File: config.mk
export PLATFORM = sky130hd
export DESIGN_NAME = mux_2_1_rr_arb
export DESIGN_NICKNAME = d
export VERILOG_FILES = /design/src/rtl/mux_2_1_rr_arb.sv
export SDC_FILE = /design/constraint.sdc
export NUM_CORES = 1
export LEC_CHECK = 0
export ABC_AREA = 1
export CAP_MARGIN = 15
export CORE_AREA = 2 2 44 46
export DETAILED_ROUTE_END_ITERATION = 16
export DIE_AREA = 0 0 46 48
export HOLD_SLACK_MARGIN = 0.06
export PLACE_DENSITY = 0.73
export SLEW_MARGIN = 10
export SYNTH_ARGS = -nofsm -noshare
export SYNTH_HDL_FRONTEND = slang
export SYNTH_SLANG_ARGS = --single-unit
File: constraint.sdc
create_clock -name clk -period 1.55 [get_ports clk]
set_input_delay 0.31 -clock clk [delete_from_list [all_inputs] [get_ports clk]]
set_output_delay 0.31 -clock clk [all_outputs]
set_load 0.02 [all_outputs]
File: src/rtl/mux_2_1_rr_arb.sv
// Two-input round-robin stream arbiter with one registered output slot and source select s0.
// Optional per-input grant counters are built when MUX_ARB_CNT_EN is defined.
module mux_2_1_rr_arb #(
    parameter int WIDTH = 8,
    parameter int CNT_W = 16
) (
    input  logic             clk,
    input  logic             rst_n,
    input  logic             i0_valid,
    input  logic [WIDTH-1:0] i0_data,
    output logic             i0_ready,
    input  logic             i1_valid,
    input  logic [WIDTH-1:0] i1_data,
    output logic             i1_ready,
    output logic             y_valid,
    output logic [WIDTH-1:0] y_data,
    input  logic             y_ready,
    output logic             s0
`ifdef MUX_ARB_CNT_EN
    ,
    output logic [CNT_W-1:0] gnt_cnt0,
    output logic [CNT_W-1:0] gnt_cnt1
`endif
);

    logic load;
    logic g0;
    logic g1;
    logic last;

    // last holds the index of the most recent winner; a tie goes to the other input
    always_comb begin
        load = ~y_valid | y_ready;
        g0   = i0_valid & (~i1_valid | last);
        g1   = i1_valid & (~i0_valid | ~last);
    end

    assign i0_ready = load & g0;
    assign i1_ready = load & g1;

    always_ff @(posedge clk or negedge rst_n) begin
        if (!rst_n) begin
            y_valid <= 1'b0;
            y_data  <= '0;
            s0      <= 1'b0;
            last    <= 1'b1;
        end else if (load) begin
            if (g0 | g1) begin
                y_data  <= g1 ? i1_data : i0_data;
                y_valid <= 1'b1;
                s0      <= g1;
                last    <= g1;
            end else begin
                y_valid <= 1'b0;
            end
        end
    end

`ifdef MUX_ARB_CNT_EN
    always_ff @(posedge clk or negedge rst_n) begin
        if (!rst_n) begin
            gnt_cnt0 <= '0;
            gnt_cnt1 <= '0;
        end else begin
            if (i0_valid & i0_ready) gnt_cnt0 <= gnt_cnt0 + 1'b1;
            if (i1_valid & i1_ready) gnt_cnt1 <= gnt_cnt1 + 1'b1;
        end
    end
`endif

endmodule

==> results of run 1 <==
-- worst register-to-register path: cells and delay by family, from the launching register on --
family	cells	cell delay (ns)
flops	1	0.53
buf+inv	2	0.28
simple gates	6	0.47
-- per-layer routing --
metal  vias to the layer above  routed length (µm)
met4                         0                  10
met2                        26                 729
met1                       288                 784
met5                         -                   0
met3                         2                 120
li1                        336                   -
-- per-stage QoR --
stage	utilization (%)	power (W)
floorplan	-	0.000671
global placement	57.9	0.000941
detailed placement	57.9	0.000947
CTS	58.9	0.00114
global route	61.0	0.00120
finish	61.0	0.00113
-- flip-flops by register name, indices dropped and copies added (netlist names) --
signal and cells:
last 1, s0 1, y_data 8, y_valid 1
-- worst max-delay path by stage --
stage / from / endpoint / slack (ns)
final: last$_DFFE_PN1P_ / i1_ready / 0.03
after global routing: y_ready / i0_ready / -0.03
after CTS: last$_DFFE_PN1P_ / i0_ready / -0.04
after detailed placement: i1_valid / i0_ready / -0.46
after global placement: i0_valid / i0_ready / -0.42
after floorplan: last$_DFFE_PN1P_ / i0_ready / 0.22
-- cells in the final DEF, fill, tap and decap left out --
cell type and instances:
sky130_fd_sc_hd__buf_2 1, sky130_fd_sc_hd__dfrtp_1 10, sky130_fd_sc_hd__nand2_4 2, sky130_fd_sc_hd__dlymetal6s2s_1 8, sky130_fd_sc_hd__nand3_2 2, sky130_fd_sc_hd__clkbuf_1 1, sky130_fd_sc_hd__clkdlybuf4s50_1 21, sky130_fd_sc_hd__nand2_1 34
sky130_fd_sc_hd__dlygate4sd2_1 1, sky130_fd_sc_hd__o21ai_0 1, sky130_fd_sc_hd__nor2_4 1, sky130_fd_sc_hd__clkbuf_4 3, sky130_fd_sc_hd__nand3_1 17, sky130_fd_sc_hd__buf_6 1, sky130_fd_sc_hd__buf_4 8, sky130_fd_sc_hd__nand2_2 4
sky130_fd_sc_hd__dfstp_2 1, sky130_fd_sc_hd__inv_1 4
-- logic make-up after synthesis --
logic type             synth area share (%)
AND/OR/NAND/NOR                        46.7
AO/OA/AOI/OAI                         0.836
buffers and inverters                  6.28
flip-flops                             46.2
-- cell type report --
cell class                      instances  area [µm²]  area share [%]
Clock buffer                            4        26.3            2.55
Inverter                                4        15.0            1.46
Multi-Input combinational cell         61         297            28.8
Sequential cell                        11         277            26.8
Tap cell                               17        21.3            2.06
Timing Repair Buffer                   40         395            38.3
-- report_power, final --
part / switching, W / internal [W]
clock network: 0.0000979 / 0.0000995
logic: 0.000276 / 0.000250
registers: 0.0000389 / 0.000367
total: 0.000413 / 0.000716
-- repair_timing --
| item | in CTS | in global routing |
|---|---|---|
| gates resized for setup | 10 | 13 |
| pin swaps | 0 | 0 |
| endpoints found under the setup margin | 3 | 10 |
==> flow_results.org, run 1 <==
** Logic synthesis
- In the synthesized netlist, the number of instances is 78.
- Number of distinct library cells after synthesis :: 11
- EDFF count, synth :: 0
- Each instance of the synthesized netlist takes up on average 7.67 µm².
- For this run, the register share of the synthesized area comes to 46.2%.
- Yosys instantiated no cell more often than sky130_fd_sc_hd__nand2_1.
- Number of storage elements in the synthesis netlist :: 11
- Warnings, synthesis :: 0
- Counting instances in the post-synthesis netlist gives the leading cell types as sky130_fd_sc_hd__nand2_1, sky130_fd_sc_hd__nand3_1, sky130_fd_sc_hd__dfrtp_1, sky130_fd_sc_hd__inv_1.
- Yosys attributes the largest share of cell area to sky130_fd_sc_hd__dfrtp_1, sky130_fd_sc_hd__nand2_1, sky130_fd_sc_hd__nand3_1.
- Cell area after synthesis :: 598 µm²
- The biggest area contributor in the post-synthesis netlist is sky130_fd_sc_hd__dfrtp_1.
- Area fraction of the dominant cell type after synthesis :: 41.8%
- Counting every net in the synthesized netlist gives 99.
- Async SR Flop Fraction :: 100%
- Dominant synthesized flop cell :: sky130_fd_sc_hd__dfrtp_1

** Die
- Number of rows created at floorplan :: 15
- From left edge to right edge, the die measures 46 µm.
- The die is 48 µm tall.
- I/O pin total :: 33
- The initial utilization of the core area, before any placement, comes to 35.4%.
- Die area :: 2210 µm²
- The region available for standard cell placement spans 1690 µm².

** Worst setup path
- The worst setup path is launched from a flip-flop.
- The critical path runs through a total of 5 cells.
- Worst flop-to-flop path startpoint :: last$_DFFE_PN1P_
- Worst setup EP type :: output pin
- Required time worst endpoint :: 1.24 ns
- Capturing point of the worst reg2reg path :: y_data[5]$_DFFE_PN0P_
- Data arrival time of the critical path :: 1.21 ns
- On the critical path, the stage with the largest delay is an instance of sky130_fd_sc_hd__dfstp_2.
- Sequence of cells on the critical path :: buf_4, nand2_4, nand3_2, inv_1, buf_2
- Measured in cells, the most critical reg-to-reg path has a length of 8.
- Setup slack on the worst flop-to-flop path :: 0.22 ns
- Largest fanout on the critical path :: 2
- For this run, the slowest stage of the critical path takes 0.53 ns.
- CP Class :: flip-flop to output pin
- Number of buffer and inverter stages on the critical path :: 3
- The kind of cell with the highest combined delay along the critical path is flip-flops.

** Clocking
- CTS Buf Count :: 3
- In this run the deepest clock path goes through 2 buffers.
- TritonCTS clock tree :: built
- CTS built an H-tree with a depth of 1.
- The clock reaches the later pin of the worst-skew pair after 0.27 ns.
- TritonCTS sink count :: 11
- Post-CTS Repair Setup Buffers :: 0
- Clock transition time at the flip-flop clock pins of the worst setup and hold paths :: 0.07 ns
- The root buffer cell chosen for the clock tree is sky130_fd_sc_hd__clkbuf_4.
- Hold_buf cts :: 0

** Pwr
- Largest vdd supply drop :: 0.455 mV
- Leakage power :: 0.611 nW
- Cell Pwr Density :: 1090 nW/µm²

** Placed design
- Number of buffers added on ports :: 32
- Setup slack after placement :: -0.461 ns
- Routability-driven placement congestion ratio :: 0.753
- HPWL after detailed placement :: 1200 µm
- Number of placed instances, taps included :: 133
- After detailed placement, the total cell area comes to 977 µm².

** Final layout
- The finished cells cover 1030 µm².
- Number of nets in the layout :: 142
- The filler cells instantiated in the layout total 164.
- The count of cells in the finished layout, fillers not included, comes to 137.
- In the final layout, the share of cells above drive strength 1 is 19.2%.
- Relative area change from synthesis to final layout :: 72.4%
- The repair_antennas step left the layout with diodes totalling 0.

** Routing
- Total number of vias :: 652
- After detailed routing, the total wire length is 1650 µm.
- Via density per instance :: 4.76
- The first detailed-routing pass ran for 4 iterations.
- The count of nets left with antenna violations once routing finished came out at 0.
- In the final routed layout, each cell accounts on average for 12.0 µm.
- The detailed router finished its first iteration with 16 violations.
- Count of unresolved DRC violations after routing :: 0

** Global routing
- The first global-routing pass estimated 2480 µm of wire.
- The number of antenna violations at the first check in global routing was 0.
- Via count of the first global-routing pass :: 556
- Global-route usage over all layers :: 15.7%
- Aggregate global routing overflow :: 0
- Met2 Track Usage GR :: 23.3%
- In the global route stage, met3 resource usage came out at 5.28%.
- Busiest layer in global routing :: met2
- Entering global routing, the biggest net connects 12 pins.
- Met1 Resource Use GR :: 21.5%

** Status
- Outcome :: completed

** STA
- Once routing completed, OpenROAD measured the worst setup slack at 0.0268 ns.
- Hold timing on the final database bottoms out at a slack of 0.382 ns.
- Setup repair after global routing could not meet its margin everywhere.
- Worst-Margin Slew :: 0.521 ns
- Max Fclk :: 657 MHz
- Total count of max-transition violations in the final report :: 0
- Relative slew slack :: 65.2%
- Min Clock Period, post-route :: 1.52 ns
- Setup violations remaining at the end of the flow were counted as 0.
- Adding up every negative setup slack in the final design gives 0 ns.
- Of the available clock period, the critical path in the final layout requires 98.3%.
- The total count of hold-check failures in the final report was 0.
- Final setup skew :: 0.00401 ns

** Run
- Max-cap violations in this run came to 0.

** Min path
- The tightest min-delay check is of the input port to async pin type.
No activity file was read; power rests on OpenSTA's default activity.
==> inputs of run 2 (changes only) <==
--- a/config.mk
+++ b/config.mk
@@ -7,11 +7,12 @@
 export LEC_CHECK = 0
 export ABC_AREA = 1
 export CAP_MARGIN = 15
-export CORE_AREA = 2 2 44 46
+export CORE_AREA = 2 2 39 41
 export DETAILED_ROUTE_END_ITERATION = 16
-export DIE_AREA = 0 0 46 48
+export DIE_AREA = 0 0 41 43
+export DONT_BUFFER_PORTS = 1
 export HOLD_SLACK_MARGIN = 0.06
-export PLACE_DENSITY = 0.73
+export PLACE_DENSITY = 0.62
 export SLEW_MARGIN = 10
 export SYNTH_ARGS = -nofsm -noshare
 export SYNTH_HDL_FRONTEND = slang
==> flow_results.org, run 2 (synthesis results as in run 1) <==
** Global routing
- Global routing used 25.0% of the available met1 tracks.
- Global routing consumed, on the met3 layer, 5.24% of the routing resources.
- Met2 Track Usage GR :: 27.5%
- Entering global routing, the biggest net connects 12 pins.
- Aggregate global routing overflow :: 0
- Via count of the first global-routing pass :: 522
- Global routing used 19.4% of the available tracks.
- Initial antenna violation count :: 0
- met2 is the most crowded layer.
- The first global-routing pass estimated 2240 µm of wire.

** Die
- For this design the top-level I/O count stands at 33.
- Die Span X :: 41 µm
- Vertical extent of the die :: 43 µm
- Number of rows created at floorplan :: 14
- Placeable core region :: 1380 µm²
- The initial utilization of the core area, before any placement, comes to 43.2%.
- The die covers 1760 µm².

** Worst setup path
- Broken down by cell family, the worst path's largest delay share belongs to flip-flops.
- Setup slack on the worst flop-to-flop path :: 0.27 ns
- Required time worst endpoint :: 1.24 ns
- STA classifies the critical path startpoint as a flip-flop.
- CP Class :: flip-flop to output pin
- Largest fanout on the critical path :: 2
- Delay of the slowest cell on the worst path :: 0.56 ns
- The endpoint identified for the worst register-to-register timing path is y_data[2]$_DFFE_PN0P_.
- Number of buffer and inverter stages on the critical path :: 2
- Worst setup EP type :: output pin
- Most prevalent standard cell on the critical path :: sky130_fd_sc_hd__nand2_2
- Sequence of cells on the critical path :: inv_2, nand2_2, nand2_2, nor2_4, buf_6
- For this design, the slowest cell found on the critical path is sky130_fd_sc_hd__dfstp_2.
- For the worst flop-to-flop path, the logic depth is 6.
- Worst flop-to-flop path startpoint :: last$_DFFE_PN1P_
- Data arrival time of the critical path :: 1.24 ns

** Clocking
- Skew-Pair Late Insertion Delay :: 0.27 ns
- Counting the buffers created by CTS gives 3.
- TritonCTS clock tree :: built
- Number of levels in the clock H-tree :: 1
- TritonCTS sink count :: 11
- Clock transition time at the flip-flop clock pins of the worst setup and hold paths :: 0.07 ns
- Bufs on Longest Clock Path :: 2
- Clock tree root buffer cell :: sky130_fd_sc_hd__clkbuf_4

** STA
- The max-slew violation count is 0.
- Clock skew on the completed layout was measured at 0.00542 ns.
- Unrepaired setup endpoints after global routing :: true
- Relative slew slack :: 65.7%
- Worst-Margin Slew :: 0.512 ns
- Final setup violation count :: 1
- Post-route fraction of the period consumed by the critical path :: 100%
- The routed design could run at a clock period as short as 1.55 ns.
- Count of final hold-check violations :: 0
- Hold timing on the final database bottoms out at a slack of 0.234 ns.
- Max Fclk :: 645 MHz
- Final Worst Setup Slack :: -0.00154 ns

** Min path
- The path class of the tightest hold or removal check is input port to flip-flop.
- The worst hold path begins at i0_data[4].
- The worst hold path passes through 4 cells.
- Hold Path End :: y_data[4]$_DFFE_PN0P_

** Routing
- Via density per instance :: 5.18
- Dividing the detail-routed wire length by the instance count gives 13.7 µm.
- Antenna-violating nets left :: 0
- The pre-antenna-repair detailed-routing pass consisted of 4 iterations.
- Detailed router's first-iteration violation count :: 9
- For this run, design rule violations remaining after detail routing come to 0.
- Summing over every cut layer, the via total after detailed routing is 523.
- Final WL :: 1380 µm

** Final layout
- The number of antenna diodes in the final layout is 0.
- Leaving out fill and tap cells, the most frequent cell in the layout is sky130_fd_sc_hd__nand2_1.
- Leading cell types in the layout, fill and taps excluded :: sky130_fd_sc_hd__nand2_1, sky130_fd_sc_hd__nand3_1, sky130_fd_sc_hd__dfrtp_1
- After routing the design area is 687 µm².
- Ratio of cells with drive above 1 in the final layout :: 23.5%
- Number of nets in the layout :: 107
- The register with the most flip-flops in the final layout is y_data.
- The register with the most flip-flops in the layout has 8 of them.
- Once layout is complete, the cells apart from fillers number 101.
- From synthesis to final layout, the design area changed by 14.9%.
- Measured on the finished design, the core utilization comes to 49.6%.
- Filler cell count :: 139

** Pwr
- Combinational logic burns 24.5% of the power.
- Share of total power consumed by net switching :: 40.8%
- Cell Pwr Density :: 1370 nW/µm²
- Leakage power :: 0.376 nW
- Largest vdd supply drop :: 0.552 mV
- Clock power share :: 21.4%
- Summed over all nets, the switching power comes to 0.000383 W.
- Total power :: 0.000940 W
- Share of total power in sequential cells :: 54.1%
- Internal Power :: 0.000557 W

** Placed design
- Placed instance area :: 611 µm²
- Once placement completed, the tool counted placed cells totaling 94.
- The congestion estimate from routability-driven global placement came to 0.779.
- In this run the tool buffered the top-level ports with 0 buffer cells.
- HPWL after detailed placement :: 968 µm

** Status
- Violations in the final reports :: negative setup slack
- The flow ran to the end, but the final reports show violations.

** Run
- Max Cap Viol :: 0
==> run 2: cell count changes in the layout (fill, tap and decap cells not counted), sizes merged <==
cell           delta
buf               -6
clkdlybuf4s50    -21
dlygate4sd2       -1
dlygate4sd3       +1
dlymetal6s2s      -8
==> run 2: power groups by stage <==
| stage | clock network [W] | registers [W] | logic, W |
|---|---|---|---|
| after global routing | 0.000220 | 0.000520 | 0.000264 |
| after floorplan | 0 | 0.000500 | 0.000171 |
| after global placement | 0 | 0.000512 | 0.000195 |
| after detailed placement | 0 | 0.000514 | 0.000198 |
| after CTS | 0.000206 | 0.000509 | 0.000228 |
| final | 0.000201 | 0.000508 | 0.000230 |
==> run 2: worst max path at each step <==
| stage | from | end | slack [ns] | cells after the start |
|---|---|---|---|---|
| floorplan | last$_DFFE_PN1P_ | i0_ready | 0.22 | 4 |
| global placement | last$_DFFE_PN1P_ | i0_ready | 0.23 | 5 |
| detailed placement | y_valid$_DFFE_PN0P_ | i1_ready | 0.23 | 3 |
| CTS | last$_DFFE_PN1P_ | i0_ready | -0.03 | 5 |
| global route | last$_DFFE_PN1P_ | i0_ready | -0.06 | 5 |
| finish | last$_DFFE_PN1P_ | i0_ready | -0.002 | 5 |
==> run 2: metrics by stage <==
stage | TNS (ns) | setup WS [ns]
final | -0.00154 | -0.00154
after global routing | -0.0563 | -0.0563
after CTS | -0.0313 | -0.0313
after detailed placement | 0 | 0.232
after global placement | 0 | 0.226
after floorplan | 0 | 0.215
==> run 2: final cells by class <==
| type | instances | area [µm²] | share of cell area, % |
|---|---|---|---|
| clock buffer | 4 | 26.3 | 3.83 |
| inverter | 4 | 15.0 | 2.19 |
| multi-input combinational | 61 | 304 | 44.3 |
| sequential | 11 | 278 | 40.4 |
| tap | 16 | 20.0 | 2.91 |
| timing repair buffer | 5 | 43.8 | 6.38 |
==> run 2: tightest hold or removal path: stages <==
cell and delay (ns):
sky130_fd_sc_hd__nand2_1 0.03, sky130_fd_sc_hd__nand2_1 0.05, sky130_fd_sc_hd__nand2_1 0.05, sky130_fd_sc_hd__nand2_1 0.04
==> run 2: layer usage <==
| metal | up-vias | part of all wire, % |
|---|---|---|
| li1 | 267 | - |
| met1 | 228 | 44 |
| met2 | 24 | 47 |
| met3 | 4 | 6.4 |
| met4 | 0 | 2.2 |
| met5 | - | 0 |
==> run 2: repair_timing <==
action / 4_1_cts / 5_1_grt
setup endpoints to repair: 2 / 2
hold endpoints to repair: 11 / 0
setup buffers: 1 / 1
pin swaps: 2 / 3
resized for setup: 7 / 2
hold buffers: 1 / 0
